[src/rtl/sn_pkg.sv]
// Shared sizing and FSM state type for the sorting-network thermometer blocks.
package sn_pkg;
    localparam int TH_W  = 4;
    localparam int CNT_W = 4;

    typedef enum logic {IDLE, EMIT} state_t;
endpackage

[src/rtl/sn_thermo_lut.sv]
// Beat value j -> sorted ones-first thermometer (top bit fills first).
module sn_thermo_lut #(
    parameter int TH_W = 4
) (
    input  logic [2:0]      j,
    output logic [TH_W-1:0] thermo
);
    always_comb begin
        thermo = '0;
        for (int i = 0; i < TH_W; i++)
            if (i < int'(j)) thermo[TH_W-1-i] = 1'b1;
    end
endmodule

[src/rtl/thermo_expander.sv]
// Expands a binary population count into a stream of sorted TH_W-bit thermometer
// beats (inverse of the sorting-network counter), with valid/ready on both sides.
module thermo_expander
    import sn_pkg::*;
#(
    parameter int TH_W  = sn_pkg::TH_W,
    parameter int CNT_W = sn_pkg::CNT_W
) (
    input  logic             clk,
    input  logic             rst_n,
    input  logic [CNT_W-1:0] in_count,
    input  logic             in_valid,
    output logic             in_ready,
    output logic [TH_W-1:0]  out_thermo,
    output logic             out_valid,
    input  logic             out_ready,
    output logic             out_last,
    output logic [1:0]       out_idx
);
    localparam logic [CNT_W-1:0] FULL = CNT_W'(TH_W);

    state_t           state, state_nxt;
    logic [CNT_W-1:0] rem, rem_src;
    logic [2:0]       j;
    logic [TH_W-1:0]  beat;
    logic             accept, hs, hs_last;

    assign hs       = out_valid && out_ready;
    assign hs_last  = hs && out_last;
    assign in_ready = rst_n && ((state == IDLE) || hs_last);
    assign accept   = in_valid && in_ready;

    // One LUT serves both the first beat of a new count and each following beat.
    assign rem_src = accept ? in_count : rem - FULL;
    assign j       = (rem_src > FULL) ? 3'(TH_W) : rem_src[2:0];

    sn_thermo_lut #(.TH_W(TH_W)) u_lut (
        .j      (j),
        .thermo (beat)
    );

    always_comb begin
        state_nxt = state;
        case (state)
            IDLE: if (accept) state_nxt = EMIT;
            EMIT: if (hs_last && !accept) state_nxt = IDLE;
            default: state_nxt = IDLE;
        endcase
    end

    always_ff @(posedge clk) begin
        if (!rst_n) state <= IDLE;
        else        state <= state_nxt;
    end

    always_ff @(posedge clk) begin
        if (!rst_n) begin
            rem        <= '0;
            out_valid  <= 1'b0;
            out_thermo <= '0;
            out_last   <= 1'b0;
            out_idx    <= 2'd0;
        end else if (accept || (hs && !out_last)) begin
            rem        <= rem_src;
            out_valid  <= 1'b1;
            out_thermo <= beat;
            out_last   <= (rem_src <= FULL);
            out_idx    <= accept ? 2'd0 : out_idx + 2'd1;
        end else if (hs_last) begin
            out_valid  <= 1'b0;
        end
    end
endmodule

[config.mk]
export PLATFORM = sky130hd
export DESIGN_NAME = thermo_expander
export DESIGN_NICKNAME = d
export VERILOG_FILES = /design/src/rtl/sn_pkg.sv /design/src/rtl/sn_thermo_lut.sv /design/src/rtl/thermo_expander.sv
export SDC_FILE = /design/constraint.sdc
export NUM_CORES = 1
export LEC_CHECK = 0
export ABC_CLOCK_PERIOD_IN_PS = 3050
export BUFFER_PORTS_ARGS = -buffer_cell sky130_fd_sc_hd__buf_2
export CAP_MARGIN = 5
export CORE_MARGIN = 5
export CORE_UTILIZATION = 50
export DETAILED_ROUTE_END_ITERATION = 16
export PLACE_DENSITY = 0.77
export SETUP_SLACK_MARGIN = 0.4
export SLEW_MARGIN = 40
export SYNTH_ARGS = -nofsm -noshare
export SYNTH_HDL_FRONTEND = slang
export SYNTH_HIERARCHICAL = 1
export SYNTH_SLANG_ARGS = --single-unit
[constraint.sdc]
create_clock -name clk -period 3.05 [get_ports clk]
set_input_delay 0.1525 -clock clk [delete_from_list [all_inputs] [get_ports clk]]
set_output_delay 0.1525 -clock clk [all_outputs]
set_load 0.05 [all_outputs]
==> reports/qor.json <==
{
  "clocking": {
    "post_cts.repair.setup_buffers": 0,
    "clk_path_buf_depth": 2,
    "tritoncts_clock_tree": "built",
    "post_cts_sizing": 0,
    "cts_h_tree_depth": 1,
    "clk_pin_slew_ps": 80,
    "cts-hold-fix-buffers": 0,
    "cts_num_sinks": 13,
    "numCtsBuffers": 3,
    "insertion_delay_ps": 280,
    "clk_root_buffer_cell": "sky130_fd_sc_hd__clkbuf_4"
  },
  "sta": {
    "post_route_setup_tns_ps": 0,
    "timing_max_transition_violations_final": 0,
    "fmax_mhz": 495,
    "hold-worst-slack_ps": 140,
    "setup_viol": 0,
    "final_critical_path_time_including_i_o_delays_and_setup_ps": 2020,
    "hold_viol": 0,
    "grt_setup_unrepaired": "no",
    "worst_clock_skew_ps": 3.29,
    "worst_pin_slew_ps": 386,
    "max-slew-margin-rel_pct": 73.5,
    "min_period_over_period_pct": 66.2
  },
  "route": {
    "drtIter0Drc": 5,
    "via_per_inst": 5.49,
    "via_count": 571,
    "drt_pass1_iterations": 4,
    "detail_route.wirelength_um": 1320,
    "drtAntennaViolNets": 0,
    "remaining_drc_errors": 0,
    "average_wire_per_cell_in_the_routed_design_um": 12.6
  },
  "yosys": {
    "synth.avg_cell_area_sq_um": 9.29,
    "yosys-top-cells-area": "sky130_fd_sc_hd__dfxtp_1 39%, sky130_fd_sc_hd__mux2i_1 11%, sky130_fd_sc_hd__nor2b_1 7.6%",
    "synth.net_count": 79,
    "ys_ff_latch": 13,
    "yosysSeqAreaShare_pct": 39.5,
    "total_standard_cell_area_after_synthesis_sq_um": 659,
    "synth_warnings": 6,
    "yosys.area.top_type": "sky130_fd_sc_hd__dfxtp_1",
    "post-synth-top-count-cell": "sky130_fd_sc_hd__dfxtp_1",
    "netlist.area_leader.share_pct": 39.5,
    "number_of_instances_in_the_synthesized_netlist": 71,
    "yosys-top-cells-count": "13 x sky130_fd_sc_hd__dfxtp_1, 8 x sky130_fd_sc_hd__nor2b_1, 7 x sky130_fd_sc_hd__mux2i_1",
    "synth-edff-count": 0,
    "yosys_most_used_dff": "sky130_fd_sc_hd__dfxtp_1",
    "synth_async_sr_flop_share_pct": 0,
    "yosys.cell_types.count": 29
  },
  "global_route": {
    "grtUsageTotal_pct": 15.2,
    "global_route_wire_length_before_repair_um": 2170,
    "grt_start_max_net_pins": 17,
    "number_of_antenna_violations_at_the_first_check_in_global_routing": 0,
    "first_global_vias": 519,
    "globalRouteOverflowTotal": 0
  },
  "min_path": {
    "worst_hold_path_type": "in2reg",
    "whs_path_depth": 2
  },
  "critical_path": {
    "critPathLaunchType": "flop",
    "arrival_worst_endpoint_ps": 2200,
    "critical_path.cell_chain": "nand3_1 -> a21oi_4 -> mux2i_1 -> nor2_1 -> or3_1 -> mux2i_1 -> nor2b_1",
    "crit_path_end_kind": "flop",
    "critical_path_peak_fanout": 6,
    "critical_path.slowest_cell": "sky130_fd_sc_hd__dfxtp_1",
    "worstPathRequired_ps": 3230,
    "timing.setup.critical_path_class": "reg2reg",
    "r2r.worst_path.cells": 7,
    "timing.critical_path.mode_cell": "sky130_fd_sc_hd__mux2i_1",
    "setup.reg_to_reg.worst_slack_ps": 1030,
    "slowest_delay_ps": 410
  },
  "power": {
    "intPower_uw": 265,
    "sw_frac_of_total_pct": 32.2,
    "totalPowerFinal_uw": 391,
    "seq_power_share_pct": 48.7,
    "vdd_drop_max_v": 0.000393,
    "switching_power_uw": 126,
    "pwr_density_cell_mw_per_mm2": 507,
    "share_comb_of_total_power_pct": 23.8,
    "power.leakage_nw": 0.313,
    "power_frac_clock_pct": 27.5
  },
  "final_layout": {
    "finish.net_count": 98,
    "fill_cells": 110,
    "finalNonFillerCells": 104,
    "post-route-util_pct": 60.8,
    "antenna_cells": 0,
    "area_growth_syn_to_layout_pct": 17.1,
    "fraction_of_layout_instances_using_a_drive_strength_above_1_pct": 25.8
  },
  "die": {
    "ios": 17,
    "core_region_area_sq_mm": 0.00127,
    "initial_utilization_pct": 52.0,
    "row_count": 13,
    "design.die.area_sq_mm": 0.00215,
    "die_h_um": 46.3,
    "horiz_die_dim_um": 46.3
  },
  "placement": {
    "routabilityCongestion": 0.780,
    "dp.final_hpwl_um": 1000,
    "numPlacedInstances": 100,
    "port-buffer-count": 16
  },
  "outcome": {
    "outcome": "completed"
  },
  "run": {
    "maxCapViolCount": 0
  }
}
-- cell families (layout without fill, tap and decap cells) --
| logic type | Yosys count | in the layout | synth area share, % |
|---|---|---|---|
| simple gates | 29 | 29 | 23.9 |
| compound gates | 16 | 16 | 20.3 |
| flops | 13 | 13 | 39.5 |
| mux | 7 | 7 | 10.6 |
| buf+inv | 4 | 22 | 3.04 |
| xor+xnor | 2 | 2 | 2.66 |
-- cells in the final DEF, fill, tap and decap left out --
cell type	Yosys	routed
sky130_fd_sc_hd__o2111a_1	1	1
sky130_fd_sc_hd__or2_1	1	1
sky130_fd_sc_hd__and2_1	1	1
sky130_fd_sc_hd__o22ai_1	2	2
sky130_fd_sc_hd__clkbuf_1	0	1
sky130_fd_sc_hd__o21a_1	3	3
sky130_fd_sc_hd__or4b_1	1	1
sky130_fd_sc_hd__nor2_1	6	6
sky130_fd_sc_hd__a21o_2	1	1
sky130_fd_sc_hd__or3_1	1	1
sky130_fd_sc_hd__a21boi_0	1	1
sky130_fd_sc_hd__clkbuf_4	0	3
sky130_fd_sc_hd__a21oi_4	1	1
sky130_fd_sc_hd__dfxtp_1	13	13
sky130_fd_sc_hd__and3b_1	1	1
sky130_fd_sc_hd__inv_1	2	2
sky130_fd_sc_hd__nand2_2	1	1
sky130_fd_sc_hd__nand2_1	4	4
sky130_fd_sc_hd__o21ai_0	3	3
sky130_fd_sc_hd__a21oi_1	1	1
sky130_fd_sc_hd__mux2i_1	7	7
sky130_fd_sc_hd__nand3_1	3	3
sky130_fd_sc_hd__xnor2_1	1	1
sky130_fd_sc_hd__nand2b_1	1	1
sky130_fd_sc_hd__buf_2	1	16
sky130_fd_sc_hd__nor2b_1	8	8
sky130_fd_sc_hd__o22ai_4	1	1
sky130_fd_sc_hd__xor2_1	1	1
sky130_fd_sc_hd__nor3_1	1	1
sky130_fd_sc_hd__a21boi_1	2	2
-- area by class of cell --
class | count | area, sq um | share of cell area, %
Sequential cell | 13 | 260 | 33.7
Clock buffer | 4 | 26.3 | 3.40
Timing Repair Buffer | 16 | 80.1 | 10.4
Multi-Input combinational cell | 54 | 379 | 49.1
Tap cell | 15 | 18.8 | 2.43
Inverter | 2 | 7.51 | 0.972
-- routing by layer --
metal | global-route usage [%] | vias to the layer above | wire length, um | share of wire (%)
li1 | - | 285 | - | -
met1 | 14.7 | 265 | 527 | 40
met2 | 25.5 | 17 | 676 | 51
met3 | 5.47 | 4 | 80 | 6.1
met4 | 11.9 | 0 | 31 | 2.4
met5 | 0 | - | 0 | 0
-- stage by stage --
| step | setup slack [ps] | area (sq um) |
|---|---|---|
| 5_1_grt | 836 | 772 |
| 2_1_floorplan | 816 | 659 |
| 6_report | 1030 | 772 |
| 4_1_cts | 1030 | 772 |
| 3_5_place_dp | 1060 | 746 |
| 3_3_place_gp | 1130 | 746 |
-- registers in the layout, indices dropped and copies added (netlist names) --
register / flops
rem: 4
state: 1
out_valid: 1
out_idx: 2
out_last: 1
out_thermo: 4
-- path summary, 6_finish.rpt --
check,start,endpoint
max,out_last$_SDFFE_PN0P_,out_thermo[3]$_SDFFE_PN0P_
max reg2reg,out_last$_SDFFE_PN0P_,out_thermo[3]$_SDFFE_PN0P_
min,in_valid,state$_SDFF_PN0_
min reg2reg,out_idx[1]$_SDFFE_PN0P_,out_idx[1]$_SDFFE_PN0P_
-- worst max-delay path: cells and delay by family (launching register included) --
family,cells,cell delay [ps]
AO/OA/AOI/OAI,1,250
flip-flops,1,410
multiplexers,2,550
AND/OR/NAND/NOR,4,700
-- power by group through the flow --
stage | logic, mW | registers [mW] | clock network [mW]
floorplan | 0.0482 | 0.218 | 0
global placement | 0.0926 | 0.194 | 0
detailed placement | 0.0938 | 0.195 | 0
CTS | 0.0942 | 0.191 | 0.109
global route | 0.101 | 0.192 | 0.118
finish | 0.0930 | 0.191 | 0.108
No activity file was read; power rests on OpenSTA's default activity.
